**src/rtl/spi_pkg.sv**
```systemverilog
// Shared definitions for the SPI memory responder and the stimulus master.
package spi_pkg;

  typedef enum logic [2:0] {
    IDLE,
    CMD,
    ADDR,
    DUMMY,
    RDATA,
    WDATA,
    SKIP
  } spi_state_e;

  localparam logic [7:0] CMD_WRITE = 8'h02;
  localparam logic [7:0] CMD_READ  = 8'h0B;

  localparam int CMD_BITS  = 8;
  localparam int ADDR_BITS = 32;
  localparam int DATA_BITS = 32;

endpackage

```
**src/rtl/spi_sync_edge.sv**
```systemverilog
// Two-flop synchronizer for the SPI pins with sclk edge detection in the clk domain.
module spi_sync_edge (
  input  logic clk_i,
  input  logic rst_i,
  input  logic sclk_i,
  input  logic cs_i,
  input  logic sdi_i,
  output logic rise_o,
  output logic fall_o,
  output logic cs_o,
  output logic sdi_o
);

  logic sclk_q, sclk_qq;
  logic cs_q, cs_qq;
  logic sdi_q, sdi_qq;

  // chip select resets deasserted so the responder starts out idle
  always_ff @(posedge clk_i or posedge rst_i) begin
    if (rst_i) begin
      sclk_q  <= 1'b0;
      sclk_qq <= 1'b0;
      cs_q    <= 1'b1;
      cs_qq   <= 1'b1;
      sdi_q   <= 1'b0;
      sdi_qq  <= 1'b0;
    end else begin
      sclk_q  <= sclk_i;
      sclk_qq <= sclk_q;
      cs_q    <= cs_i;
      cs_qq   <= cs_q;
      sdi_q   <= sdi_i;
      sdi_qq  <= sdi_q;
    end
  end

  assign rise_o = sclk_q & ~sclk_qq;
  assign fall_o = ~sclk_q & sclk_qq;
  assign cs_o   = cs_qq;
  assign sdi_o  = sdi_qq;

endmodule

```
**src/rtl/spi_slave_mem.sv**
```systemverilog
// SPI responder: decodes cmd/addr/data frames into word memory requests and
// serializes read data back to the master.
module spi_slave_mem #(
  parameter int          DUMMY_CYCLES = 34,
  parameter logic [7:0]  CMD_WRITE    = spi_pkg::CMD_WRITE,
  parameter logic [7:0]  CMD_READ     = spi_pkg::CMD_READ,
  parameter logic [31:0] RD_FILL      = 32'hDEAD_BEEF
) (
  input  logic        clk_i,
  input  logic        rst_i,
  input  logic        spi_sclk_i,
  input  logic        spi_cs_i,
  input  logic        spi_sdi_i,
  output logic        spi_sdo_o,
  output logic        spi_sdo_oe_o,
  output logic        mem_req_o,
  output logic        mem_we_o,
  output logic [31:0] mem_addr_o,
  output logic [31:0] mem_wdata_o,
  input  logic        mem_gnt_i,
  input  logic        mem_rvalid_i,
  input  logic [31:0] mem_rdata_i,
  output logic        wr_done_o,
  output logic        rd_late_o
);
  import spi_pkg::*;

  logic        rise, fall, cs_s, sdi_s;
  spi_state_e  state, state_d;
  logic [5:0]  cnt, cnt_d;
  logic [30:0] sr;
  logic [31:0] frame_word, addr_r, rd_data, tx_sr;
  logic        is_rd, rd_rdy;
  logic        shift_en, cmd_done, addr_done, issue_rd, issue_wr, enter_rd;
  logic        p_vld, p_we;
  logic [31:0] p_addr, p_wdata;
  logic        new_req, new_we;
  logic [31:0] new_addr, new_wdata;

  spi_sync_edge u_sync (
    .clk_i  (clk_i),
    .rst_i  (rst_i),
    .sclk_i (spi_sclk_i),
    .cs_i   (spi_cs_i),
    .sdi_i  (spi_sdi_i),
    .rise_o (rise),
    .fall_o (fall),
    .cs_o   (cs_s),
    .sdi_o  (sdi_s)
  );

  assign frame_word = {sr, sdi_s};

  always_ff @(posedge clk_i or posedge rst_i) begin
    if (rst_i) begin
      state <= IDLE;
      cnt   <= '0;
    end else begin
      state <= state_d;
      cnt   <= cnt_d;
    end
  end

  // cs high overrides everything, including a coincident sclk rise
  always_comb begin
    state_d   = state;
    cnt_d     = cnt;
    shift_en  = 1'b0;
    cmd_done  = 1'b0;
    addr_done = 1'b0;
    issue_rd  = 1'b0;
    issue_wr  = 1'b0;
    enter_rd  = 1'b0;
    if (cs_s) begin
      state_d = IDLE;
    end else begin
      case (state)
        IDLE: begin
          state_d = CMD;
          cnt_d   = 6'(CMD_BITS - 1);
        end
        CMD: if (rise) begin
          shift_en = 1'b1;
          if (cnt != '0) cnt_d = cnt - 6'd1;
          else if (frame_word[7:0] == CMD_WRITE || frame_word[7:0] == CMD_READ) begin
            cmd_done = 1'b1;
            state_d  = ADDR;
            cnt_d    = 6'(ADDR_BITS - 1);
          end else state_d = SKIP;
        end
        ADDR: if (rise) begin
          shift_en = 1'b1;
          if (cnt != '0) cnt_d = cnt - 6'd1;
          else begin
            addr_done = 1'b1;
            issue_rd  = is_rd;
            state_d   = is_rd ? DUMMY : WDATA;
            cnt_d     = is_rd ? 6'(DUMMY_CYCLES - 1) : 6'(DATA_BITS - 1);
          end
        end
        DUMMY: if (rise) begin
          if (cnt != '0) cnt_d = cnt - 6'd1;
          else begin
            enter_rd = 1'b1;
            state_d  = RDATA;
            cnt_d    = 6'(DATA_BITS - 1);
          end
        end
        RDATA: if (rise) begin
          if (cnt != '0) cnt_d = cnt - 6'd1;
          else begin
            state_d = CMD;
            cnt_d   = 6'(CMD_BITS - 1);
          end
        end
        WDATA: if (rise) begin
          shift_en = 1'b1;
          if (cnt != '0) cnt_d = cnt - 6'd1;
          else begin
            issue_wr = 1'b1;
            state_d  = CMD;
            cnt_d    = 6'(CMD_BITS - 1);
          end
        end
        SKIP:    state_d = SKIP;
        default: state_d = IDLE;
      endcase
    end
  end

  always_ff @(posedge clk_i or posedge rst_i) begin
    if (rst_i) begin
      sr        <= '0;
      is_rd     <= 1'b0;
      addr_r    <= '0;
      rd_rdy    <= 1'b0;
      rd_data   <= '0;
      tx_sr     <= '0;
      spi_sdo_o <= 1'b0;
      rd_late_o <= 1'b0;
    end else begin
      if (shift_en)  sr     <= frame_word[30:0];
      if (cmd_done)  is_rd  <= (frame_word[7:0] == CMD_READ);
      if (addr_done) addr_r <= frame_word;
      if (issue_rd) rd_rdy <= 1'b0;
      else if (state == DUMMY && mem_rvalid_i) begin
        rd_rdy  <= 1'b1;
        rd_data <= mem_rdata_i;
      end
      // data that misses the end of DUMMY is replaced by the fill pattern
      if (enter_rd) begin
        if (mem_rvalid_i) tx_sr <= mem_rdata_i;
        else if (rd_rdy)  tx_sr <= rd_data;
        else begin
          tx_sr     <= RD_FILL;
          rd_late_o <= 1'b1;
        end
      end else if (state == RDATA && fall && !cs_s) begin
        spi_sdo_o <= tx_sr[31];
        tx_sr     <= {tx_sr[30:0], 1'b0};
      end
    end
  end

  assign spi_sdo_oe_o = (state == RDATA);

  assign new_req   = issue_rd | issue_wr;
  assign new_we    = issue_wr;
  assign new_addr  = issue_rd ? frame_word : addr_r;
  assign new_wdata = issue_wr ? frame_word : '0;

  // single pending slot absorbs a request that arrives while one is outstanding
  always_ff @(posedge clk_i or posedge rst_i) begin
    if (rst_i) begin
      mem_req_o   <= 1'b0;
      mem_we_o    <= 1'b0;
      mem_addr_o  <= '0;
      mem_wdata_o <= '0;
      p_vld       <= 1'b0;
      p_we        <= 1'b0;
      p_addr      <= '0;
      p_wdata     <= '0;
    end else begin
      if (mem_req_o) begin
        if (mem_gnt_i) mem_req_o <= 1'b0;
        if (cs_s)      p_vld     <= 1'b0;
      end else if (p_vld) begin
        p_vld <= 1'b0;
        if (!cs_s) begin
          mem_req_o   <= 1'b1;
          mem_we_o    <= p_we;
          mem_addr_o  <= p_addr;
          mem_wdata_o <= p_wdata;
        end
      end
      if (new_req) begin
        if (mem_req_o || p_vld) begin
          p_vld   <= 1'b1;
          p_we    <= new_we;
          p_addr  <= new_addr;
          p_wdata <= new_wdata;
        end else begin
          mem_req_o   <= 1'b1;
          mem_we_o    <= new_we;
          mem_addr_o  <= new_addr;
          mem_wdata_o <= new_wdata;
        end
      end
    end
  end

  assign wr_done_o = mem_req_o & mem_we_o & mem_gnt_i;

endmodule

```
**config.mk**
```make
export PLATFORM = sky130hd
export DESIGN_NAME = spi_slave_mem
export DESIGN_NICKNAME = d
export VERILOG_FILES = /design/src/rtl/spi_pkg.sv /design/src/rtl/spi_sync_edge.sv /design/src/rtl/spi_slave_mem.sv
export SDC_FILE = /design/constraint.sdc
export NUM_CORES = 1
export LEC_CHECK = 0
export BUFFER_PORTS_ARGS = -buffer_cell sky130_fd_sc_hd__buf_2
export CAP_MARGIN = 20
export CELL_PAD_IN_SITES_DETAIL_PLACEMENT = 2
export CELL_PAD_IN_SITES_GLOBAL_PLACEMENT = 2
export CORE_MARGIN = 5
export CORE_UTILIZATION = 40
export CTS_CLUSTER_SIZE = 8
export DETAILED_ROUTE_END_ITERATION = 8
export PLACE_DENSITY = 0.92
export SETUP_SLACK_MARGIN = 0.05
export SKIP_LAST_GASP = 1
export SLEW_MARGIN = 20
export SYNTH_ARGS = -nofsm -noshare
export SYNTH_HDL_FRONTEND = slang
export SYNTH_SLANG_ARGS = --single-unit
```
**constraint.sdc**
```tcl
create_clock -name clk_i -period 10.1 [get_ports clk_i]
set_input_delay 1.01 -clock clk_i [delete_from_list [all_inputs] [get_ports clk_i]]
set_output_delay 1.01 -clock clk_i [all_outputs]
set_load 0.005 [all_outputs]
```
; After elaboration in Yosys (flattened, before gate mapping)
; Cells that the tools add are included.
[word_totals]
reg_bits = 278
inputBits = 39
out_inout_bits = 70
word_cells = 153
[classes]
n_addsub = 1
n_eq_ne = 21
mux = 76
n_bitwise = 12
n_reduce_logical = 19
[ops]
columns = cell, count
row1 = 32-bit two-way mux, 16
row2 = 6-bit two-way mux, 10
row3 = 1-bit two-way mux, 37
row4 = 3-bit two-way mux, 11
row5 = 6-bit case mux with 5 select lines, 1
row6 = 3-bit by 2-bit inequality test with 1-bit output (second input constant), 7
row7 = 3-bit case mux with 6 select lines, 1
row8 = 3-bit equality test (second input constant), 3
row9 = 8-bit by 2-bit equality test with 1-bit output (second input constant), 1
row10 = 8-bit by 4-bit equality test with 1-bit output (second input constant), 1
row11 = 8-bit AND reduction, 1
row12 = 1-bit inverter, 7
row13 = 7-bit AND reduction, 1
row14 = 3-bit by 2-bit equality test with 1-bit output (second input constant), 2
row15 = 2-bit inequality test (second input constant), 3
row16 = 2-bit AND reduction, 3
row17 = 6-bit nonzero test, 1
row18 = 6-bit by 1-bit subtractor with 6-bit output (second input constant), 1
row19 = 5-bit nonzero test, 1
row20 = 1-bit bitwise AND, 4
row21 = 2-bit nonzero test, 2
row22 = 3-bit by 1-bit equality test with 1-bit output (second input constant), 1
row23 = 1-bit logical AND, 3
row24 = 3-bit logical NOT, 1
row25 = 9 further kinds, 10

; Longest topological paths before layout
[depth]
word_depth = 8
depth_mapped = 10
depth_no_buf = 7

; Modules after synthesis
; Synthesis repeated with hierarchy kept, for this count alone.
[hier_totals]
cells_unflattened = 1037
hier_area_um2 = 11950.2
[modules_own_cells]
columns = module, n_inst, cells_per_inst, area_each_um2, seq_area_each_um2
row1 = spi_slave_mem, 1, 1028, 11778.8, 6806.5
row2 = spi_sync_edge, 1, 9, 171.4, 152.6

; Least setup slack after synthesis
; Ideal clock, no wire load.
[synth_timing]
path_kind = in2reg
startpoint = in mem_rvalid_i
endpoint = reg tx_sr[4]
setup_ns = 0.136
t_arrival_ns = 2.178
required_ns = 9.964
slack_ns = 7.787
path_stages = 5
n_path_buf = 3
path_cell_list = clkbuf_1 clkbuf_1 clkbuf_1 mux2i_1 o21ai_0
[synth_via]
elab_chain_cells = 2
[synth_lines]
columns = item, line_no
row1 = from (decl), spi_slave_mem.sv:21  ; input logic mem_rvalid_i,
row2 = 32-bit two-way mux, spi_slave_mem.sv:152  ; if (mem_rvalid_i) tx_sr <= mem_rdata_i;
row3 = 32-bit two-way mux, spi_slave_mem.sv:151  ; if (enter_rd) begin
row4 = to (signal assigned), spi_slave_mem.sv:152
row5 = to (signal assigned), spi_slave_mem.sv:153  ; else if (rd_rdy) tx_sr <= rd_data;
row6 = to (signal assigned), spi_slave_mem.sv:160  ; tx_sr <= {tx_sr[30:0], 1'b0};
row7 = to (decl), spi_slave_mem.sv:32  ; logic [31:0] frame_word, addr_r, rd_data, tx_sr;
; No other way between the ends.
; A chain may end at the register's enable or synchronous reset.

; Worst setup path after layout
[layout_timing]
startpoint = reg cnt[1]
endpoint = reg p_addr[18]
[layout_via]
elab_chain_cells = 7
elab_cells_between_ends = 12
cone_classes = mux: 9 / bitwise: 1 / reduce/logical: 2
[layout_lines]
columns = item, line_no
row1 = from (decl), spi_slave_mem.sv:30  ; logic [5:0] cnt, cnt_d;
row2 = from (signal assigned), spi_slave_mem.sv:60  ; cnt <= cnt_d;
row3 = 6-bit nonzero test *, "spi_slave_mem.sv:93, spi_slave_mem.sv:118"
row4 = "1-bit two-way mux, on equally long branches", "spi_slave_mem.sv:93, spi_slave_mem.sv:118"
row5 = "1-bit two-way mux, on equally long branches", --
row6 = 1-bit two-way mux, spi_slave_mem.sv:77  ; case (state)
row7 = 1-bit two-way mux, spi_slave_mem.sv:74  ; if (cs_s) begin
row8 = 1-bit OR, spi_slave_mem.sv:167  ; assign new_req = issue_rd | issue_wr;
row9 = 2-bit AND reduction (no source line), --
row10 = to (signal assigned), spi_slave_mem.sv:200  ; p_addr <= new_addr;
row11 = to (decl), spi_slave_mem.sv:36  ; logic [31:0] p_addr, p_wdata;
; Mark *: on every way between the ends. The rest lies on a longest branch, timed or not.

==> results.toml <==
[synthesis]
yosysSeqAreaShare = 0.547
synthArstFlopShare = 1.00
synth_edf_count = 0
syn_avg_cell_area_um2 = 11.0
synth_area_mm2 = 0.0127
synth-warning-count = 0
ys_ff_latch = 278
ys.flop_type = "dfrtp_1"
synth_nets = 1192
syn_inst = 1152
synth_cell_types = 65

[global_routing]
grt_pass1_wl_mm = 74.8
grt_usage = 0.267
grt_max_degree = 137
overflow = 0
antenna_found_initial = 1
grt_pass1_vias = 12000

[floorplanning]
io_pins = 109
die_h_um = 188
die_w_um = 188
coreArea_mm2 = 0.0315
initial_core_util = 0.404
rows = 65
die_area_mm2 = 0.0355

[sta]
maxSlewHeadroom = 0.194
finClkSkew_ps = 26.7
hold_viol = 0
tns_ps = 0
finalMaxSlewViolations = 0
max_freq_mhz = 274
worst_pin_slew_ps = 1210
rsz0062_at_grt = "no"
period_minus_slack_ps = 3650
min_period_over_period = 0.362
setup_violations = 0
worst_slack_ps = 6450

[cts]
clk_pin_slew_worst_paths_ps = 50
htreeDepth = 2
post_cts_resized = 0
cts.path.max_buffers = 3
postCtsSetupBuffers = 0
clock_latency_ps = 540
tritoncts.num_buffers = 40
tritoncts = "yes"
ctsHoldBuffers = 0
root_buffer = "clkbuf_16"
cts_sinks = 278

[drt]
wire_per_inst_um = 29.4
dr.max_layer_used = "met5"
route.antenna.remaining_nets = 0
viasPerCell = 6.44
first_pass_iters = 8
routed_wl_mm = 48.2
route.detailed.drc = 0
route.met3.wl_mm = 2.76
wl_met1_mm = 18.6
num_vias = 10500
drt_iter0_markers = 907
routed-wl-met2_mm = 25.0

[worst_setup_path]
criticalPathCategory = "flip-flop to flip-flop"
arrival_ps = 4050
worstSetupEndpointType = "flip-flop"
critPathRequiredTime_ps = 10500
crit_path_max_fanout = 33
cp-start-kind = "flip-flop"

[place]
portBuffers = 108
preCtsSetupSlack_ps = 6810
dpl.hpwl_mm = 26.6
gp_congestion = 0.786

[job]
drv_cap = 0

[hold_path]
holdCritPathClass = "flip-flop to flip-flop"

[power]
ir_worst_vdd_v = 0.000103
p_leak_nw = 6.81
total_power_mw = 2.86
p_per_area_mw_per_mm2 = 196

[finish]
syn_to_final_growth_pct = 14.7
diodes = 0
layout-drive-gt1-share = 0.256
final_nets = 1266
fillers = 3148

[status]
outcome = "finished, final reports clean"
## per-stage QoR
stage | utilization | hold WS (ps) | std cells | instance area (um2)
finish | 0.464 | 345 | 1637 | 14600
global route | 0.464 | 359 | 1637 | 14600
CTS | 0.464 | 348 | 1637 | 14600
detailed placement | 0.430 | 336 | 1586 | 13500
global placement | 0.430 | 338 | 1586 | 13500
floorplan | - | 331 | 1152 | 12700
## cell families (layout without fill, tap and decap cells)
kind of cell / count (synthesis) / count (layout) / synth area share
AOI/OAI and AO/OA: 349 / 349 / 0.198
xor gates and xnor gates: 1 / 1 / 0.000688
adders and majority gates: 1 / 1 / 0.000983
buffers and inverters: 159 / 242 / 0.0536
DFF: 278 / 278 / 0.547
muxes: 140 / 140 / 0.120
and+or+nand+nor: 224 / 224 / 0.0796
## cells in the final DEF (no fill, tap or decap), types with 4 or more instances in the layout
cell | synthesis | layout
inv_1 | 62 | 61
a21o_1 | 4 | 4
nand4_1 | 4 | 4
nor2b_1 | 7 | 6
clkbuf_1 | 61 | 9
nand2_1 | 47 | 46
buf_2 | 23 | 108
a22oi_1 | 9 | 9
a221o_1 | 23 | 23
o221a_2 | 21 | 21
o22ai_1 | 65 | 65
nand2b_1 | 5 | 5
dfrtp_1 | 276 | 276
nor2_1 | 130 | 129
a222oi_1 | 31 | 31
a22o_1 | 31 | 31
o21ai_0 | 47 | 47
clkbuf_16 | 0 | 40
o221a_1 | 10 | 10
mux2i_1 | 42 | 42
mux2_2 | 98 | 98
a21oi_1 | 82 | 81
buf_4 | 2 | 20
## cells in the mapped netlist (3+ instances only)
master	n	area (um2)
dfrtp_1	276	6910
nand4_1	4	25.0
mux2i_1	42	420
nand2_1	47	176
buf_6	6	67.6
a22o_1	31	272
nand2b_1	5	31.3
nor2_1	130	488
nand3_1	4	20.0
clkbuf_2	3	15.0
a21oi_1	82	410
o21ai_0	47	235
a21o_1	4	30.0
mux2_2	98	1100
o221a_1	10	113
a22oi_1	9	67.6
a222oi_1	31	310
nor2b_1	7	43.8
o22ai_1	65	407
clkbuf_1	61	229
nor3_1	4	20.0
inv_1	62	233
o221a_2	21	236
or2_2	3	18.8
a22o_2	3	30.0
a221o_1	23	230
o31ai_1	3	22.5
buf_2	23	115
a211oi_1	4	30.0
## sequential cells by signal (all words and copies together), names as in the netlist, 3 cells and up
name,count
rd_data,32
p_addr,32
tx_sr,32
sr,31
p_wdata,32
state,3
cnt,6
mem_wdata_o,32
mem_addr_o,32
addr_r,32
## final cells by class
| cell class | instances | area (um2) | area share |
|---|---|---|---|
| Timing Repair Buffer | 129 | 702 | 0.0481 |
| Clock buffer | 49 | 1030 | 0.0709 |
| Tap cell | 402 | 503 | 0.0345 |
| Multi-Input combinational cell | 715 | 5130 | 0.352 |
| Inverter | 62 | 240 | 0.0165 |
| Sequential cell | 278 | 6960 | 0.477 |
| Clock inverter | 2 | 25.0 | 0.00171 |
## worst max-delay path, cell delays in order, from the launching register on
cell and delay (ps):
dfrtp_1 400, inv_1 90, ha_1 230, nor2b_1 660, and3_1 550, nand3_2 870, o22ai_1 560, nor2_1 130
## final timing paths
check / start / end / slack, ps / cells past startpoint
setup / recovery: cnt[1]$_DFFE_PP0P_ / p_addr[18]$_DFFE_PP0P_ / 6450 / 7
hold / removal: u_sync.sdi_q$_DFF_PP0_ / u_sync.sdi_o$_DFF_PP0_ / 340 / 0
setup reg to reg: cnt[1]$_DFFE_PP0P_ / p_addr[18]$_DFFE_PP0P_ / 6450 / 7
hold reg to reg: u_sync.sdi_q$_DFF_PP0_ / u_sync.sdi_o$_DFF_PP0_ / 340 / 0
max in group asynchronous: rst_i / mem_wdata_o[11]$_DFF_PP0_ / 7910 / 3
min in group asynchronous: rst_i / rd_data[27]$_DFFE_PP0P_ / 690 / 2
## routing by layer
layer	vias up	track usage
met5	-	0
met4	2	0.103
met3	135	0.0426
met2	457	0.479
met1	5580	0.322
li1	4366	-
## power by group
group | total, mW | internal (mW) | switching (mW) | leakage [nW]
Sequential | 1.33 | 1.22 | 0.115 | 3.77
Combinational | 0.310 | 0.144 | 0.166 | 2.53
Clock | 1.22 | 0.711 | 0.506 | 0.515
(Power assumes the default switching activity.)
